## config.mk

```make
export PLATFORM = sky130hd
export DESIGN_NAME = sdram_rd_sched
export DESIGN_NICKNAME = d
export VERILOG_FILES = /design/src/rtl/sdram_rd_sched.sv
export SDC_FILE = /design/constraint.sdc
export NUM_CORES = 1
export LEC_CHECK = 0
export CAP_MARGIN = 20
export CORE_MARGIN = 2
export CORE_UTILIZATION = 54
export DETAILED_ROUTE_END_ITERATION = 12
export GPL_ROUTABILITY_DRIVEN = 0
export PLACE_DENSITY = 0.87
export SYNTH_ARGS = -nofsm -noshare
export SYNTH_HDL_FRONTEND = slang
export SYNTH_SLANG_ARGS = --single-unit
```

## constraint.sdc

```tcl
create_clock -name iCLK -period 4.1 [get_ports iCLK]
set_clock_uncertainty 0.15 [all_clocks]
set_input_delay 1.025 -clock iCLK [delete_from_list [all_inputs] [get_ports iCLK]]
set_output_delay 1.025 -clock iCLK [all_outputs]
set_load 0.1 [all_outputs]
```

## src/rtl/sdram_rd_sched.sv

```systemverilog
// rtl/sdram_rd_sched.sv - SDRAM read-port arbiter: LCD priority, guarded MD bursts, VD-aligned bank swap
module sdram_rd_sched #(
    parameter int GUARD = 2,
    parameter int LEN_W = 8
) (
    input  logic             iCLK,
    input  logic             iRST_n,
    input  logic             iLCD_REQ,
    input  logic             iLCD_VD,
    input  logic             iMD_REQ,
    input  logic [LEN_W-1:0] iMD_LEN,
    input  logic             iSWAP_REQ,
    output logic             oRD_EN,
    output logic             oRD_SEL,
    output logic             oMD_GNT,
    output logic             oMD_VALID,
    output logic             oMD_DONE,
    output logic             oBANK,
    output logic             oSWAP_ACK
);

    localparam int GW = (GUARD < 1) ? 1 : $clog2(GUARD + 1);
    localparam logic [GW-1:0] GUARD_C = GW'(GUARD);

    typedef enum logic [1:0] {
        S_IDLE = 2'd0,
        S_GAP  = 2'd1,
        S_XFER = 2'd2,
        S_HOLD = 2'd3
    } state_t;

    state_t           state_q, state_d;
    logic [LEN_W-1:0] rem_q, rem_d;
    logic [GW-1:0]    gap_q, gap_d;
    logic             done_q, done_d;
    logic             pend_q, pend_d;
    logic             bank_q, bank_d;
    logic             ack_q, ack_d;
    logic             vd_q, vd_d;
    logic             md_rd;
    logic             vd_fall;
    logic             swap_now;

    always_ff @(posedge iCLK or negedge iRST_n) begin
        if (!iRST_n) begin
            state_q <= S_IDLE;
            rem_q   <= '0;
            gap_q   <= '0;
            done_q  <= 1'b0;
            pend_q  <= 1'b0;
            bank_q  <= 1'b0;
            ack_q   <= 1'b0;
            vd_q    <= 1'b1;
        end else begin
            state_q <= state_d;
            rem_q   <= rem_d;
            gap_q   <= gap_d;
            done_q  <= done_d;
            pend_q  <= pend_d;
            bank_q  <= bank_d;
            ack_q   <= ack_d;
            vd_q    <= vd_d;
        end
    end

    // A new request is refused while done_q is high so back-to-back bursts
    // leave at least one cycle between the done pulse and the next latch.
    always_comb begin
        state_d = state_q;
        rem_d   = rem_q;
        gap_d   = gap_q;
        done_d  = 1'b0;
        md_rd   = 1'b0;
        case (state_q)
            S_IDLE: begin
                if (iMD_REQ && !done_q) begin
                    if (iMD_LEN == '0) begin
                        done_d = 1'b1;
                    end else if (!iLCD_REQ) begin
                        rem_d   = iMD_LEN;
                        gap_d   = GUARD_C;
                        state_d = S_GAP;
                    end
                end
            end
            S_GAP: begin
                if (iLCD_REQ) begin
                    state_d = S_HOLD;
                end else if (gap_q <= GW'(1)) begin
                    gap_d   = '0;
                    state_d = S_XFER;
                end else begin
                    gap_d = gap_q - GW'(1);
                end
            end
            S_XFER: begin
                if (iLCD_REQ) begin
                    state_d = S_HOLD;
                end else begin
                    if (rem_q != '0) begin
                        md_rd = 1'b1;
                        rem_d = rem_q - LEN_W'(1);
                    end
                    if (rem_q <= LEN_W'(1)) begin
                        state_d = S_IDLE;
                        done_d  = (rem_q == LEN_W'(1));
                    end
                end
            end
            S_HOLD: begin
                if (!iLCD_REQ) begin
                    gap_d   = GUARD_C;
                    state_d = S_GAP;
                end
            end
            default: begin
                state_d = S_IDLE;
            end
        endcase
    end

    // Bank swap runs beside the read FSM and only ever looks at VD and the request.
    always_comb begin
        vd_d     = iLCD_VD;
        vd_fall  = vd_q && !iLCD_VD;
        swap_now = vd_fall && (pend_q || iSWAP_REQ);
        bank_d   = bank_q ^ swap_now;
        ack_d    = swap_now;
        pend_d   = vd_fall ? 1'b0 : (pend_q || iSWAP_REQ);
    end

    assign oRD_EN    = iLCD_REQ || md_rd;
    assign oRD_SEL   = md_rd;
    assign oMD_VALID = md_rd;
    assign oMD_GNT   = (state_q != S_IDLE);
    assign oMD_DONE  = done_q;
    assign oBANK     = bank_q;
    assign oSWAP_ACK = ack_q;

endmodule

```

==> results of run 1 <==
[logic make-up after synthesis]
logic type	share of synthesized area
AOI/OAI and AO/OA	0.192
DFF	0.396
and+or+nand+nor	0.220
buffers and inverters	0.0662
muxes	0.0488
xor gates and xnor gates	0.00813
adders and majority gates	0.0697
[layout make-up]
cell class                      instances  area [µm²]
Clock buffer                            4        26.3
Timing Repair Buffer                   22         243
Sequential cell                        17         427
Inverter                                8        30.0
Tap cell                               27        33.8
Multi-Input combinational cell         84         583
Fill cell                             167         579
[registers in the layout, summed over array words and instances, names as in the netlist]
signal,cells
gap_q,2
rem_q,8
vd_q,1
state_q,2
oMD_DONE,1
oSWAP_ACK,1
pend_q,1
oBANK,1
[worst reg2reg max path, delay by kind of cell (launching register included)]
kind,cells,cell delay [ns]
AND/OR/NAND/NOR,3,1.40
flip-flops,1,0.43
multiplexers,1,0.12
[stage by stage]
step,hold slack [ns],setup slack [ns]
5_1_grt,0.365,0.357
3_5_place_dp,0.310,0.455
4_1_cts,0.333,0.409
6_report,0.328,0.375
3_3_place_gp,0.309,0.471
2_1_floorplan,0.298,0.00766
[per-layer routing]
layer	track usage	routed length, µm	up-vias
li1	-	-	465
met1	0.304	1070	487
met2	0.379	1250	31
met3	0.0525	123	5
met4	0.105	41	0
met5	0	0	-
[synth_stat cells, types with 2 or more instances]
cell type / count
dfrtp_1: 16
nand2_1: 10
inv_1: 8
a21oi_1: 7
nor2_1: 7
ha_1: 6
o21ai_0: 5
a41oi_1: 4
nor3_1: 4
clkbuf_1: 3
mux2i_1: 3
nand3_1: 3
buf_6: 2
nand2b_1: 2
nand4_1: 2
nand4b_1: 2
nor2b_1: 2
o22ai_1: 2
o2bb2ai_1: 2
o41ai_1: 2
or4_4: 2
[report_power, final]
part,internal (mW),leakage (nW),switching [mW]
clock,0.0379,0.0150,0.0544
combinational,0.188,0.333,0.306
sequential,0.233,0.200,0.0645
[path summary, 6_finish.rpt]
path	endpoint	slack, ns
setup reg to reg	rem_q[0]	1.89
max in group asynchronous	rem_q[0]	2.32
hold reg to reg	oBANK	0.33
hold / removal	oBANK	0.33
min in group asynchronous	rem_q[7]	1.01
setup / recovery	oRD_EN	0.38
==> metrics.txt, run 1 <==
Post-synth ARST share 1.00; post-layout min period 3.72 ns; CP top delay family buffers and inverters; number of synthesized flops with an enable pin 0; DR pass1 iterations 4; layout cells sized above 1 0.126; ANT nets after route 0; Final Setup Violations 0; H-tree lvl count 1; max-cap viol count 0; Worst path max stage delay around 0.5 ns; Worst Path Required 2.92 ns; first-pass GRT wire length ~4300 µm; cell area after layout between 1000 and 1500 µm²; Row Count 16; drt wl/cell ~15 µm; NumNets Final 156; Hold Path Origin oBANK; sequential element share of the synthesized area 0.396; fmax about 270 MHz; CP endpoint kind output pin; Static Leakage around 0.55 nW; crit path kind primary input to output pin; FF+latch count, synth 17; hold depth 1; PD cells between 600 and 700 nW/µm²; Worst-path clk slew ~0.090 ns; DR vias/cell about 6; chip width just under 50 µm; cts bufs inserted 3; DRC marker count from the first detailed-route iteration 23; Syn Area/Cell 9.37 µm²; Initial Util 0.561; Buf/Inv on CP 2; Worst path depth 5; Setup TNS Final 0 ns; Crit. Startpoint iLCD_REQ; clk_lat worst skew approximately 0.30 ns; RSZ-0062 raised after global routing false; # IOs 21; syn_nets 135; r2r startpoint rem_q[6]; Post-Route WL about 2500 µm; Final Hold Vio Count 0; crit path DAT approximately 2.6 ns; worst hold path class flip-flop to flip-flop; slowest stage cell, crit path clkdlybuf4s50_1; cts-stage hold buffer count 0; Synth Flop Type dfrtp_1; worst-case reg-to-reg path depth 4; Vias 988; DRC 0; CTS tree built; Inst Count DP about 160; Pwr Total just under 0.9 mW; Synth area leader dfrtp_1; clock sinks 17; critical path cell sequence clkdlybuf4s50_1, nor2b_1, a21boi_2, or2_1, buf_12; die area between 2000 and 2500 µm²; CORE AREA between 1500 and 2000 µm²; Worst Max-Slew Pin Slew 0.983 ns; post-DP HPWL around 1700 µm; CTS Root Cell clkbuf_4; Gate Count Post-Synth 115; post-cts gate resize count 0; clock buffer depth 2; Ys Warns 0; outcome complete, no violations; PortBufs 20; max-slew violation count 0; area delta synth->final 24.6%; GRT Total Usage 0.236; synth top area cells dfrtp_1, ha_1, nand2_1; most frequent cells in the layout dfrtp_1, clkdlybuf4s50_1, nand2_1; initial antenna violation count 0; total grt overflow 0; largest net degree at the start of global routing 25; vias in the first global route between 900 and 1000; Die Y 48.7 µm; Finished Layout Cells around 160; Worst Path Max Fanout 7; crit start category primary input; Finished Core Util 0.699; Period Utilization, post-route 0.908; Post-CTS Setup Inserts 0; antenna fix cells 0; placed cell area approximately 1300 µm²; Peak supply drop around 0.44 mV; post-synthesis instance area between 1000 and 1500 µm²; Distinct cells, synth 42; share of the synthesized area in the top cell type 0.372; max-slew headroom at the worst pin 0.342
Power figures use the tool's default switching activity.
==> run 2, diff against run 1 <==
CAP_MARGIN = default   (was 20)
SKIP_CTS_REPAIR_TIMING = 1   (was default)
==> results of run 2 <==
Same layout as run 1: the final DEF is identical, and so are final timing and power.
==> run 3, diff against run 2 <==
HOLD_SLACK_MARGIN = 0.06   (was default)
==> results of run 3 <==
Same layout as run 1: the final DEF is identical, and so are final timing and power.
==> edit 1: new RTL, config.mk and constraints of run 2 <==
Set the parameter `LEN_W` to 32 (it was 8).
--- a/src/rtl/sdram_rd_sched.sv
+++ b/src/rtl/sdram_rd_sched.sv
@@ -1,7 +1,7 @@
 // rtl/sdram_rd_sched.sv - SDRAM read-port arbiter: LCD priority, guarded MD bursts, VD-aligned bank swap
 module sdram_rd_sched #(
     parameter int GUARD = 2,
-    parameter int LEN_W = 8
+    parameter int LEN_W = 32
 ) (
     input  logic             iCLK,
     input  logic             iRST_n,
Interface: changed (resized iMD_LEN); port bits go from 21 to 45. The function was not compared with the original's and may differ.
==> edit 1 against run 2 <==
Total power is 130% higher; synthesized area is 150% higher; clock power grew to 3.2 times the old value; design area is 150% higher; first-iteration DRC count grew to 9.8 times the old value; count of clock-buffer cells in the layout is 3 higher; sequential cell count is 24 higher; wire length grew to 2.7 times the old value; setup slack better by 120 ps; critical endpoint unchanged.
==> edit 1: results (changes against run 2) <==
Power
  – Leakage: 1.221 nW (was 0.5472 nW)
  – Worst VDD drop: 463.3 µV (was 436.1 µV)

Yosys
  – Yosys warns: 0 (unchanged)
  – Main area contributors after synthesis: dfrtp_1 (37%), a21oi_1 (6.5%), nand2_1 (5.0%) (was dfrtp_1 (37%), ha_1 (7.0%), nand2_1 (3.5%))
  – Most frequent cells after synthesis: dfrtp_1 (40), nand2_1 (36), a21oi_1 (35) (was dfrtp_1 (16), nand2_1 (10), inv_1 (8))
  – Syn_nets: 358 (was 135)
  – Synth cell types: 58 (was 42)
  – Seq/Total Area, Yosys: 38.20% (was 39.61%)

Setup path
  – Reg2reg setup slack: 1120 ps (was 1890 ps)
  – Worst-path maximum fanout: 5 (was 7)
  – Crit path DAT: 2430 ps (was 2550 ps)
  – RR Endpoint: rem_q[22] (was rem_q[0])
  – Reg2Reg Depth: 9 (was 4)
  – Worst r2r src: rem_q[0] (was rem_q[6])
  – Setup crit start: rem_q[24] (was iLCD_REQ)

Run
  – Maxcap violations: 0 (unchanged)

Clock tree
  – Total CTS buffers: 5 (was 3)
  – H-tree depth: 2 (was 1)
  – CTS root buf: clkbuf_8 (was clkbuf_4)

Route
  – DRT iter0 DRCs: 226 (was 23)
  – Via count: 2613 (was 988)
  – Routed len/inst: 15.99 µm (was 15.32 µm)

Status
  – Status: completed (unchanged)

GRT
  – Gr usage total: 25.91% (was 23.58%)
  – Largest net degree at the start of global routing: 68 (was 25)
  – Vias in the first global route: 2430 (was 962)
  – First-pass GRT wire length: 11050 µm (was 4326 µm)

STA
  – Rel. slew slack: 23.76% (was 34.24%)
  – Hold_ws: 327.0 ps (was 328.0 ps)

Cells and area
  – Share of layout cells above drive strength 1: 11.86% (was 12.59%)
  – Fin nets: 397 (was 156)
  – Top flop regs: rem_q: 32 flops, gap_q: 2 flops, state_q: 2 flops (was rem_q: 8 flops, gap_q: 2 flops, state_q: 2 flops)

Placed design
  – Dpl hpwl: 4764 µm (was 1739 µm)
  – Input/output buffers: 44 (was 20)

Worst hold path
  – Hold_sp: oBANK (unchanged)
  – Worst Hold Depth: 1 (unchanged)
==> edit 1: cell count changes after synthesis, sizes merged, moves of 11 or more <==
| cell | run 2 | this run |
|---|---|---|
| o21ai | 5 | 24 |
| a21oi | 7 | 35 |
| nand2 | 10 | 36 |
| nor4 | 1 | 12 |
| nor2 | 7 | 19 |
| dfrtp | 16 | 40 |
==> edit 1: per-stage QoR <==
step                worst slack (ps)  instances  area, µm²  power (mW)
floorplan                      235.3        314       2693       1.490
global placement               315.0        413       3222       1.715
detailed placement             220.1        413       3222       1.756
CTS                            505.4        421       3323       2.054
global route                   344.8        421       3323       2.215
finish                         495.8        421       3323       2.061
==> edit 1: cell families (layout without fill, tap and decap cells) <==
group                      count (synthesis)  in the layout  synth area share [%]
xor gates and xnor gates                   1              1                0.3258
muxes                                      4              4                 1.536
buffers and inverters                     28             68                 4.514
AOI/OAI and AO/OA                        109            109                 26.34
DFF                                       41             41                 38.20
and+or+nand+nor                          125            125                 26.29
adders and majority gates                  6              6                 2.792
==> edit 1: metal layers <==
metal  vias up  wire length, µm  GRT usage (%)
li1       1264                -              -
met1      1243             3032          35.48
met2        91             3215          41.89
met3        15              360          4.878
met4         0              121          7.937
met5         -                0              0
==> edit 1: how the worst max path moves through the flow <==
stage	end	slack, ps	cells after the start
floorplan	oRD_EN	240	3
global placement	rem_q[10]	310	8
detailed placement	rem_q[10]	220	8
CTS	oRD_EN	510	5
global route	oRD_EN	340	6
finish	oRD_EN	500	6
==> edit 1: area by class of cell <==
class                      instances  area (µm²)
tap                               67       83.83
clock inverter                     1       5.005
timing repair buffer              50       520.5
clock buffer                       7       96.34
inverter                          10       37.54
sequential                        41        1027
fill                             396        1431
multi-input combinational        245        1553
==> edit 1: critical path, stage by stage (launching register included) <==
cell and delay (ps):
dfrtp_1 430, nor3_1 450, nand2_1 210, nor4_4 370
a21boi_2 160, or2_2 320, buf_12 170
==> edit 1: power by group <==
group	total (mW)	switching [mW]	internal, mW
Combinational	0.951	0.553	0.398
Clock	0.300	0.148	0.152
Sequential	0.810	0.221	0.589
==> edit 2: new RTL, config.mk and constraints of run 2 <==
Made on the original files. Re-encode `state_t` (4 states) as one-hot, 4 bits wide.
--- a/src/rtl/sdram_rd_sched.sv
+++ b/src/rtl/sdram_rd_sched.sv
@@ -22,11 +22,11 @@
     localparam int GW = (GUARD < 1) ? 1 : $clog2(GUARD + 1);
     localparam logic [GW-1:0] GUARD_C = GW'(GUARD);
 
-    typedef enum logic [1:0] {
-        S_IDLE = 2'd0,
-        S_GAP  = 2'd1,
-        S_XFER = 2'd2,
-        S_HOLD = 2'd3
+    typedef enum logic [3:0] {
+        S_IDLE = 4'b0001,
+        S_GAP  = 4'b0010,
+        S_XFER = 4'b0100,
+        S_HOLD = 4'b1000
     } state_t;
 
     state_t           state_q, state_d;
Function: no difference found for any inputs over 10 cycles, from zero or initial values and one cycle with iRST_n low; not proved beyond that.
==> edit 2 against run 2 <==
Total power is 9.8% higher; core utilization shrank 0.32 points; critical path type is now flop to primary output; design area increased by 17%; synthesized area is 21% higher; setup slack improved by 150 ps; largest power group unchanged; wire length increased by 21%; sequential cell count grew 2; die area rose by 20%.
==> edit 2: results (changes against run 2) <==
Status
  – Status: completed (unchanged)

GRT
  – Largest net degree at the start of global routing: 20 (was 25)
  – Met1 usage: 34.35% (was 30.44%)
  – Met3 Usage GRT: 2.825% (was 5.247%)
  – First-pass GRT wire length: 5016 µm (was 4326 µm)
  – Gr usage total: 24.78% (was 23.58%)
  – Vias in the first global route: 1078 (was 962)
  – Met2 Usage GRT: 39.51% (was 37.90%)

Yosys
  – Synth cell types: 49 (was 42)
  – Seq/Total Area, Yosys: 36.52% (was 39.61%)
  – Most frequent cells after synthesis: dfrtp_1 (17), nor2_1 (16), nand2_1 (7), o21ai_0 (7) (was dfrtp_1 (16), nand2_1 (10), inv_1 (8))
  – Synth Area per Inst: 9.623 µm² (was 9.368 µm²)
  – Main area contributors after synthesis: dfrtp_1 (33%), nor2_1 (4.6%), dfstp_2 (4.0%) (was dfrtp_1 (37%), ha_1 (7.0%), nand2_1 (3.5%))
  – Syn_nets: 153 (was 135)

Setup path
  – Worst-path maximum fanout: 15 (was 7)
  – Top delay family on crit path: simple AND/OR/NAND/NOR gates (was buffers and inverters)
  – CP max-delay cell: or4b_4 (was clkdlybuf4s50_1)
  – Setup crit start: state_q[3] (was iLCD_REQ)
  – Crit path DAT: 2400 ps (was 2550 ps)
  – Slowest stage delay, CP: 720 ps (was 510 ps)
  – Reg2reg setup slack: 1710 ps (was 1890 ps)
  – Worst r2r src: state_q[0] (was rem_q[6])

STA
  – Final worst slack: 526.3 ps (was 375.4 ps)
  – Hold_ws: 317.1 ps (was 328.0 ps)
  – Worst Tran Pin Value: 982.4 ps (was 983.3 ps)

Route
  – Routed len/inst: 16.45 µm (was 15.32 µm)
  – Via count: 1141 (was 988)
  – WL met2: 1452 µm (was 1245 µm)
  – M1 WL: 1291 µm (was 1072 µm)
  – Wire length on met3: 209 µm (was 123 µm)
  – Via density: 6.269 (was 6.099)
  – DRT iter0 DRCs: 40 (was 23)

Power
  – Comb pwr share: 53.6% (was 55.8%)
  – Worst VDD drop: 486.8 µV (was 436.1 µV)
  – Leakage: 0.6591 nW (was 0.5472 nW)
  – NetSw: 0.4710 mW (was 0.4246 mW)
  – Sequential share of power: 36.3% (was 33.7%)
  – Net Sw Frac: 48.56% (was 48.06%)

Clock tree
  – Clock transition at path regs: 110 ps (was 90 ps)

Cells and area
  – Share of layout cells above drive strength 1: 17.53% (was 12.59%)
  – Filler cells: 183 (was 167)
  – Top flop regs: rem_q: 8 flops, state_q: 4 flops, gap_q: 2 flops (was rem_q: 8 flops, gap_q: 2 flops, state_q: 2 flops)
  – Fin nets: 172 (was 156)

Placed design
  – Dpl hpwl: 2283 µm (was 1739 µm)
  – Place WS: 669.0 ps (was 454.8 ps)
  – Cell Area, Placed: 0.001540 mm² (was 0.001316 mm²)
==> edit 2: cells by family after synthesis <==
kind of cell	after synthesis	share of synthesized area [%]
adder cells (fa/ha/maj)	3	2.868
AND/OR/NAND/NOR	51	23.62
buffers and inverters	16	6.691
flip-flops	19	36.52
XOR/XNOR	3	2.008
multiplexers	2	1.721
AO/OA/AOI/OAI	42	26.58
==> edit 2: final timing paths <==
path                                  to  cells after the start
min in group asynchronous       rem_q[4]                      1
worst min register to register     oBANK                      1
worst max-delay path              oRD_EN                      4
worst max register to register  gap_q[0]                      5
worst min-delay path               oBANK                      1
max in group asynchronous       gap_q[1]                      1
==> edit 2: final cells by class <==
type	count	area, µm²	area share [%]
Clock buffer	3	22.52	1.437
Multi-Input combinational cell	101	750.7	47.89
Timing Repair Buffer	23	250.2	15.96
Tap cell	28	35.03	2.235
Clock inverter	1	5.005	0.3192
Inverter	7	26.28	1.676
Sequential cell	19	478.0	30.49
